File: config.mk
export PLATFORM = sky130hd
export DESIGN_NAME = player_motion_controller
export DESIGN_NICKNAME = d
export VERILOG_FILES = /design/src/rtl/player_motion_controller_pkg.sv /design/src/rtl/player_motion_controller_button_sync.sv /design/src/rtl/player_motion_controller.sv
export SDC_FILE = /design/constraint.sdc
export NUM_CORES = 1
export LEC_CHECK = 0
export CAP_MARGIN = 0
export CELL_PAD_IN_SITES_DETAIL_PLACEMENT = 2
export CELL_PAD_IN_SITES_GLOBAL_PLACEMENT = 2
export CORE_ASPECT_RATIO = 2
export CORE_UTILIZATION = 41
export DETAILED_ROUTE_END_ITERATION = 6
export DONT_BUFFER_PORTS = 1
export PLACE_DENSITY = 0.85
export SKIP_LAST_GASP = 1
export SYNTH_ARGS = -nofsm -noshare
export SYNTH_HDL_FRONTEND = slang
export SYNTH_SLANG_ARGS = --single-unit
File: constraint.sdc
create_clock -name clk -period 4.3 [get_ports clk]
set_clock_uncertainty 0.05 [all_clocks]
set_input_delay 0.645 -clock clk [delete_from_list [all_inputs] [get_ports clk]]
set_output_delay 0.645 -clock clk [all_outputs]
set_load 0.01 [all_outputs]
File: src/rtl/player_motion_controller_pkg.sv
// Shared constants and types for the player motion controller slice.
package player_motion_controller_pkg;

  // Video coordinate width and playfield geometry
  localparam int CORDW    = 10;
  localparam int PLAYER_W = 16;
  localparam int PLAYER_Y = 448;
  localparam int H_RES    = 640;
  localparam int V_RES    = 480;

  // Datapath widths: player_x, its widened arithmetic form, cooldown counter
  localparam int XW  = 10;
  localparam int XAW = 11;
  localparam int CDW = 8;

  // Fire handshake states
  typedef enum logic [1:0] {
    ST_IDLE     = 2'd0,
    ST_REQ      = 2'd1,
    ST_COOLDOWN = 2'd2
  } fire_state_e;

endpackage

File: src/rtl/player_motion_controller_button_sync.sv
// Two-flop synchroniser for one raw button, with a one-cycle rising-edge pulse
// derived from the synchronised level.
module player_motion_controller_button_sync (
  input  logic clk,
  input  logic rst,
  input  logic i_btn,
  output logic o_level,
  output logic o_rise
);

  logic r_meta;
  logic r_sync;
  logic r_prev;

  // Synchroniser chain plus a delayed copy of the clean level for edge detect
  always_ff @(posedge clk or posedge rst) begin
    if (rst) begin
      r_meta <= 1'b0;
      r_sync <= 1'b0;
      r_prev <= 1'b0;
    end else begin
      r_meta <= i_btn;
      r_sync <= r_meta;
      r_prev <= r_sync;
    end
  end

  assign o_level = r_sync;
  assign o_rise  = r_sync & ~r_prev;

endmodule

File: src/rtl/player_motion_controller.sv
// Player motion controller: synchronises the buttons, produces a once-per-frame
// tick at the start of vertical blanking, moves player_x on that tick with
// clamping, and runs the fire request / cooldown handshake.
module player_motion_controller
  import player_motion_controller_pkg::*;
#(
  parameter int V_RES_P       = V_RES,
  parameter int STEP          = 2,
  parameter int X_MIN         = 8,
  parameter int X_MAX         = 624 - PLAYER_W,
  parameter int X_RESET       = 320,
  parameter int FIRE_COOLDOWN = 30
) (
  input  logic             clk,
  input  logic             rst,
  input  logic             btn_left,
  input  logic             btn_right,
  input  logic             btn_fire,
  input  logic [CORDW-1:0] pixel,
  input  logic [CORDW-1:0] line,
  input  logic             enable,
  input  logic             shot_busy,
  input  logic             fire_ack,
  output logic [XW-1:0]    player_x,
  output logic             fire_req,
  output logic             frame_tick
);

  localparam logic [CORDW-1:0]      LP_VRES   = CORDW'(V_RES_P);
  localparam logic signed [XAW-1:0] LP_STEP   = XAW'(STEP);
  localparam logic signed [XAW-1:0] LP_XMIN   = XAW'(X_MIN);
  localparam logic signed [XAW-1:0] LP_XMAX   = XAW'(X_MAX);
  localparam logic [XW-1:0]         LP_XRESET = XW'(X_RESET);
  localparam logic [CDW-1:0]        LP_COOL   = CDW'(FIRE_COOLDOWN);

  // Clamp a widened candidate position into the legal range before truncation,
  // so stepping past either end can never wrap.
  function automatic logic [XW-1:0] clamp_x(input logic signed [XAW-1:0] v);
    if (v < LP_XMIN)      clamp_x = LP_XMIN[XW-1:0];
    else if (v > LP_XMAX) clamp_x = LP_XMAX[XW-1:0];
    else                  clamp_x = v[XW-1:0];
  endfunction

  logic w_left;
  logic w_right;
  logic w_fire;
  logic w_fire_rise;
  logic w_left_rise_unused;
  logic w_right_rise_unused;

  logic r_frame_tick;
  logic [XW-1:0] r_x;
  logic [XW-1:0] w_x_nxt;
  logic signed [XAW-1:0] w_x_ext;
  logic signed [XAW-1:0] w_x_dec;
  logic signed [XAW-1:0] w_x_inc;

  fire_state_e r_state;
  fire_state_e w_state_nxt;
  logic [CDW-1:0] r_cool;
  logic [CDW-1:0] w_cool_nxt;

  player_motion_controller_button_sync u_sync_left (
    .clk     (clk),
    .rst     (rst),
    .i_btn   (btn_left),
    .o_level (w_left),
    .o_rise  (w_left_rise_unused)
  );

  player_motion_controller_button_sync u_sync_right (
    .clk     (clk),
    .rst     (rst),
    .i_btn   (btn_right),
    .o_level (w_right),
    .o_rise  (w_right_rise_unused)
  );

  player_motion_controller_button_sync u_sync_fire (
    .clk     (clk),
    .rst     (rst),
    .i_btn   (btn_fire),
    .o_level (w_fire),
    .o_rise  (w_fire_rise)
  );

  // Frame tick: one registered pulse after the first pixel of the first blanking line
  always_ff @(posedge clk or posedge rst) begin
    if (rst) r_frame_tick <= 1'b0;
    else     r_frame_tick <= (line == LP_VRES) && (pixel == '0);
  end

  assign w_x_ext = signed'({1'b0, r_x});
  assign w_x_dec = w_x_ext - LP_STEP;
  assign w_x_inc = w_x_ext + LP_STEP;

  // Next position: move only on an enabled frame tick with exactly one direction held
  always_comb begin
    w_x_nxt = r_x;
    if (r_frame_tick && enable) begin
      if (w_left && !w_right)      w_x_nxt = clamp_x(w_x_dec);
      else if (w_right && !w_left) w_x_nxt = clamp_x(w_x_inc);
    end
  end

  // Player position register; stable between frame ticks
  always_ff @(posedge clk or posedge rst) begin
    if (rst) r_x <= LP_XRESET;
    else     r_x <= w_x_nxt;
  end

  // Fire FSM state and cooldown counter registers
  always_ff @(posedge clk or posedge rst) begin
    if (rst) begin
      r_state <= ST_IDLE;
      r_cool  <= '0;
    end else begin
      r_state <= w_state_nxt;
      r_cool  <= w_cool_nxt;
    end
  end

  // Fire FSM next state; dropping enable overrides everything, including an ack
  always_comb begin
    w_state_nxt = r_state;
    w_cool_nxt  = r_cool;
    if (!enable) begin
      w_state_nxt = ST_IDLE;
      w_cool_nxt  = '0;
    end else begin
      case (r_state)
        ST_IDLE: begin
          if (w_fire_rise && !shot_busy) w_state_nxt = ST_REQ;
        end
        ST_REQ: begin
          if (fire_ack) begin
            w_state_nxt = ST_COOLDOWN;
            w_cool_nxt  = LP_COOL;
          end
        end
        ST_COOLDOWN: begin
          if (r_frame_tick) begin
            if (r_cool <= 8'd1) begin
              w_state_nxt = ST_IDLE;
              w_cool_nxt  = '0;
            end else begin
              w_cool_nxt = r_cool - 8'd1;
            end
          end
        end
        default: begin
          w_state_nxt = ST_IDLE;
          w_cool_nxt  = '0;
        end
      endcase
    end
  end

  assign player_x   = r_x;
  assign fire_req   = (r_state == ST_REQ);
  assign frame_tick = r_frame_tick;

endmodule

==> out/qor.csv, run 1 <==
metric,value,unit
final setup violation count,0,
placer congestion estimate,0.794,
antenna violations before repair,0,
Wirelength per Cell,22.0,µm
met3 Resource Use GR,2.31,%
yosys warns,0,
Mapped Area,2210,µm²
CTS max path bufs,2,
status,completed,
DPL Wire Length,5220,µm
"Max FO, Critical Path",16,
Mapped Cells,261,
number of H-tree levels,1,
share of layout cells above drive strength 1,9.35,%
Area growth syn-to-layout,0.227,%
vias in the first global route,2219,
Rows,37,
syn_area_per_cell,8.45,µm²
WP data required,4.43,ns
minimum clock period,2.99,ns
final cell count without fillers,304,
DRC violations left,0,
Max Freq,334,MHz
# diodes,0,
P_leak,0.840,nW
I/O Pins,40,
core area,5140,µm²
Via-to-Cell Ratio,6.58,
final wirelength,6680,µm
Max VDD drop,0.254,mV
async set-reset flop share out of synthesis,100,%
CTS root buf,clkbuf_8,
ys flop type,dfrtp_1,
TritonCTS Buffers,3,
max-cap violations,0,
drt first pass iters,4,
gr ovfl total,0,
Slowest cell on crit path,dfrtp_1,
Setup crit start kind,flop,
Die ar.,5700,µm²
RSZ-0062 raised after global routing,no,
vias post-DR,1999,
Crit path arrival time,3.12,ns
GRT met1 Usage,24.9,%
Final Cycle Share,69.6,%
final hold viol count,0,
post_cts resized,0,
HP Class,flop to flop,
largest net degree at the start of global routing,28,
Starting Density,42.9,%
total power,0.000706,W
"flops & latches, synth",27,
Die H,106,µm
CTS Sinks,27,
Die W,53.9,µm
Setup TNS Final,0,ns
family with the most delay on the worst path,simple AND/OR/NAND/NOR gates,
Worst Setup Path Type,flop to flop,
Max-slew headroom,29.2,%
"CTS clk-pin slew, worst paths",0.09,ns
CP peak stage delay,0.58,ns
DRT iter0 DRCs,33,
CTS tree,done,
GR peak layer,met2,
critical path endpoint category,flop,
Worst-Margin Slew,1.06,ns
"EDFF count, synth",0,
I/O Buffers,0,
cts hold-fix bufs,0,
Worst-Skew Late Latency,0.27,ns
Synth Net Count,300,
"Seq/Total Area, Yosys",30.7,%
Routed Antenna Nets,0,
placed cells,300,
final layout net count,286,
pwr dens,319,nW/µm²
"Buf+Inv Stages, Crit Path",1,
Max Transition Viols Final,0,
crit-path cells,"inv_1, ha_1, or3b_1, and3_1, o211ai_1, a21oi_2, nor2b_4, nand4_1, a22oi_1",
post-synth cell types,64,
first-pass GRT wire length,10700,µm
met2 Track Usage GR,50.0,%
GRT Util Overall,26.0,%
Post-CTS Setup Inserts,0,
stage by stage:
step	hold WS (ns)	worst slack (ns)	cell area [µm²]	utilization (%)
5_1_grt	0.313	1.11	2210	43.0
6_report	0.306	1.31	2210	43.0
3_3_place_gp	0.284	1.42	2170	42.1
2_1_floorplan	0.281	1.90	2210	-
3_5_place_dp	0.287	1.34	2170	42.1
4_1_cts	0.309	1.32	2210	43.0
final cells by class:
type | count | area [µm²]
Multi-Input combinational cell | 203 | 1370
Inverter | 12 | 45.0
Tap cell | 58 | 72.6
Clock buffer | 4 | 45.0
Fill cell | 590 | 2930
Sequential cell | 27 | 678
synth_stat cells (5+ instances only):
cell type / number / area [µm²]
a31oi_1: 6 / 37.5
dfrtp_1: 25 / 626
nand4_1: 5 / 31.3
o21ai_0: 13 / 65.1
ha_1: 11 / 138
o21ai_1: 5 / 25.0
nand3_1: 11 / 55.1
inv_1: 12 / 45.0
buf_2: 9 / 45.0
a21oi_1: 15 / 75.1
nor2_1: 23 / 86.3
nand2_1: 25 / 93.8
nor3_1: 7 / 35.0
clkbuf_1: 5 / 18.8
and3_1: 5 / 31.3
flip-flops by register name (all words and copies together), names as in the netlist:
| name | count |
|---|---|
| u_sync_right.o_level | 1 |
| u_sync_fire.o_level | 1 |
| u_sync_right.r_meta | 1 |
| u_sync_left.o_level | 1 |
| r_state | 2 |
| player_x | 9 |
| u_sync_fire.r_meta | 1 |
| u_sync_fire.r_prev | 1 |
| u_sync_left.r_meta | 1 |
| frame_tick | 1 |
| r_cool | 8 |
metal layers:
layer	share of wire [%]	routed length, µm
met1	33	2240
met2	60	4040
met3	1.8	121
met4	4.2	283
met5	0	0
cell families (layout without fill, tap and decap cells):
| kind of cell | count (synthesis) | after routing | synth area share, % |
|---|---|---|---|
| compound gates | 73 | 73 | 24.4 |
| xor+xnor | 6 | 6 | 2.38 |
| fa+ha+maj | 11 | 11 | 6.24 |
| buf+inv | 31 | 16 | 7.15 |
| flops | 27 | 27 | 30.7 |
| mux | 4 | 4 | 1.99 |
| other cells | 1 | 1 | 0.170 |
| simple gates | 108 | 108 | 26.9 |
path summary, 6_finish.rpt:
path | startpoint | to | slack (ns) | cells past startpoint
setup / recovery | player_x[1] | player_x[4] | 1.31 | 9
setup reg to reg | player_x[1] | player_x[4] | 1.31 | 9
hold reg to reg | u_sync_left.r_meta | u_sync_left.o_level | 0.31 | 0
max in group asynchronous | rst | player_x[5] | 3.10 | 1
min in group asynchronous | rst | u_sync_right.r_meta | 0.47 | 1
hold / removal | u_sync_left.r_meta | u_sync_left.o_level | 0.31 | 0
worst register-to-register path, delay by kind of cell, from the launching register on:
family | cells | cell delay (ns)
buf+inv | 1 | 0.21
compound gates | 3 | 0.66
fa+ha+maj | 1 | 0.45
simple gates | 4 | 0.95
flops | 1 | 0.58
placed cells by master, fill, tap and decap left out, types with 3 or more instances in the layout:
cell type   n
and3_1      5
ha_1       11
nand4_1     5
inv_1      12
nor4b_1     3
a21oi_1    15
a221oi_1    3
a31oi_1     6
mux2i_1     3
nor2_1     23
o21ai_0    13
nand3_1    11
o22ai_1     4
nor3_1      7
or3_1       4
dfrtp_1    25
nor3b_1     3
nor4_1      4
xnor2_1     4
or2_1       3
o21ai_1     5
clkbuf_8    3
nand2_1    25
o211ai_1    3
report_power, final:
group	leakage [nW]	switching (W)	total, W	internal (W)
combinational	0.478	0.000153	0.000249	0.0000958
clock	0.0228	0.0000786	0.000145	0.0000664
sequential	0.339	0.0000261	0.000312	0.000285
total	0.840	0.000258	0.000706	0.000448
Note: power is estimated with default switching activity, not from simulation.
==> run 2, diff against run 1 <==
CORE_UTILIZATION = 34   (was 41)
PLACE_DENSITY = 0.76   (was 0.85)
clock period = 2.68 ns   (was 4.3 ns; I/O delays follow)
==> out/qor.csv, run 2 (synthesis results as in run 1) <==
metric,value,unit,change
total power,0.00125,W,+78%
Setup TNS Final,0,ns,unchanged
minimum clock period,2.48,ns,-0.507 ns
"most common cell after layout, fill and taps aside",nand2_1,,
status,completed,,
worst hold slack,0.0368,ns,-0.269 ns
Final Cycle Share,92.7,%,+23 points
CTS tree,done,,
HP Class,input port to asynchronous set/reset pin,,
DRC violations left,0,,unchanged
I/O Buffers,0,,unchanged
CTS Sinks,27,,unchanged
antenna violations before repair,0,,unchanged
post_cts resized,0,,unchanged
core area,6260,µm²,+22%
largest net degree at the start of global routing,28,,unchanged
# fillers,710,,+20%
max-cap violations,0,,unchanged
placer congestion estimate,0.844,,+6.4%
DRT iter0 DRCs,51,,+55%
pwr dens,520,nW/µm²,+63%
Routed Antenna Nets,0,,unchanged
placed cells,344,,+15%
Worst-Skew Late Latency,0.27,ns,about the same
CTS max path bufs,2,,unchanged
P_leak,0.931,nW,+11%
WP data required,2.79,ns,-1.64 ns
gr ovfl total,0,,unchanged
"Max FO, Critical Path",13,,-3
Worst-Margin Slew,0.577,ns,-0.483 ns
Starting Density,35.2,%,-7.7 points
first-pass GRT wire length,11100,µm,+3.5%
FF-to-FF path depth,8,,-1
final layout net count,302,,+5.6%
I/O Pins,40,,unchanged
Wirelength per Cell,20.1,µm,-8.6%
# diodes,0,,unchanged
RSZ-0062 raised after global routing,no,,
TritonCTS Buffers,3,,unchanged
"CTS clk-pin slew, worst paths",0.07,ns,-0.02 ns
"Core Util, Final",38.5,%,-4.5 points
Die H,116,µm,+9.6%
Die W,59.0,µm,+9.4%
Via-to-Cell Ratio,5.82,,-12%
vias in the first global route,2221,,+0.090%
Max VDD drop,0.387,mV,+53%
Area growth syn-to-layout,9.36,%,
Post-CTS Setup Inserts,0,,unchanged
cts hold-fix bufs,0,,unchanged
Max Transition Viols Final,0,,unchanged
Setup crit start kind,flop,,
Die ar.,6830,µm²,+20%
drt first pass iters,3,,-1
Max-slew headroom,61.2,%,+32 points
Worst Setup Path Type,flop to flop,,
vias post-DR,2024,,+1.3%
number of H-tree levels,1,,unchanged
final wirelength,6990,µm,+4.6%
final cell count without fillers,348,,+14%
GRT Util Overall,22.2,%,-3.8 points
Crit path arrival time,2.59,ns,-0.53 ns
CTS root buf,clkbuf_16,,
DPL Wire Length,5620,µm,+7.7%
Max Freq,403,MHz,+20%
share of layout cells above drive strength 1,16.4,%,+7.1 points
max reg flops,9,,unchanged
final hold viol count,0,,unchanged
Rows,41,,+11%
critical path endpoint category,flop,,
final setup violation count,0,,unchanged
most frequent cells in the layout,"nand2_1 (25), dfrtp_1 (24), nor2_1 (23)",,
==> run 2: cell types whose count changed in the layout (fill, tap and decap cells not counted) <==
cell        delta
clkbuf_8       -3
buf_4         +16
nor3b_2        +1
nor3b_1        -1
clkbuf_16      +3
dfrtp_1        -1
ha_1           -1
clkbuf_1       -1
clkinvlp_4     +1
dfrtp_2        +1
ha_2           +1
==> run 2: final cells by class <==
| type | instances | area [µm²] | share of cell area (%) |
|---|---|---|---|
| multi-input combinational | 203 | 1380 | 57.1 |
| sequential | 27 | 679 | 28.2 |
| timing repair buffer | 16 | 120 | 4.98 |
| tap | 86 | 108 | 4.46 |
| clock buffer | 3 | 75.1 | 3.11 |
| inverter | 12 | 45.0 | 1.87 |
| clock inverter | 1 | 7.51 | 0.311 |
==> run 2: per-stage QoR <==
step	setup WS (ns)	cell area, µm²
finish	0.196	2410
global route	0.0281	2410
CTS	0.121	2400
detailed placement	0.146	2320
global placement	0.180	2320
floorplan	0.283	2210
==> run 2: worst max-delay path, cell delays in order (launching register included) <==
cell      delay, ns
dfrtp_1        0.52
buf_4          0.25
or3_1          0.33
and3_1         0.21
o221a_4        0.28
a221oi_1       0.34
nand2_1        0.15
a21oi_1        0.14
o22ai_1        0.09
==> run 2: worst paths after layout <==
path / slack (ns) / end / startpoint
max: 0.20 / player_x[3] / player_x[4]
min: 0.04 / u_sync_left.o_level / rst
max reg2reg: 0.20 / player_x[3] / player_x[4]
min reg2reg: 0.30 / u_sync_right.o_level / u_sync_right.r_meta
max in group asynchronous: 2.24 / player_x[8] / rst
min in group clk: 0.10 / u_sync_right.r_meta / btn_right
==> run 2: power breakdown <==
group / switching, W / internal, W / leakage (nW)
clock network: 0.000155 / 0.000204 / 0.0371
logic: 0.000230 / 0.000161 / 0.555
registers: 0.0000459 / 0.000458 / 0.338
total: 0.000431 / 0.000823 / 0.931
==> run 2: layer usage <==
| metal | share of wire (%) | GRT usage (%) |
|---|---|---|
| met5 | 0 | 0 |
| met4 | 4.5 | 13.2 |
| met3 | 2.3 | 2.12 |
| met2 | 62 | 46.3 |
| met1 | 31 | 18.4 |
==> run 3, diff against run 2 <==
SKIP_CTS_REPAIR_TIMING = 1   (was default)
==> results of run 3 <==
The final DEF is identical to that of run 2; final timing and power are the same.
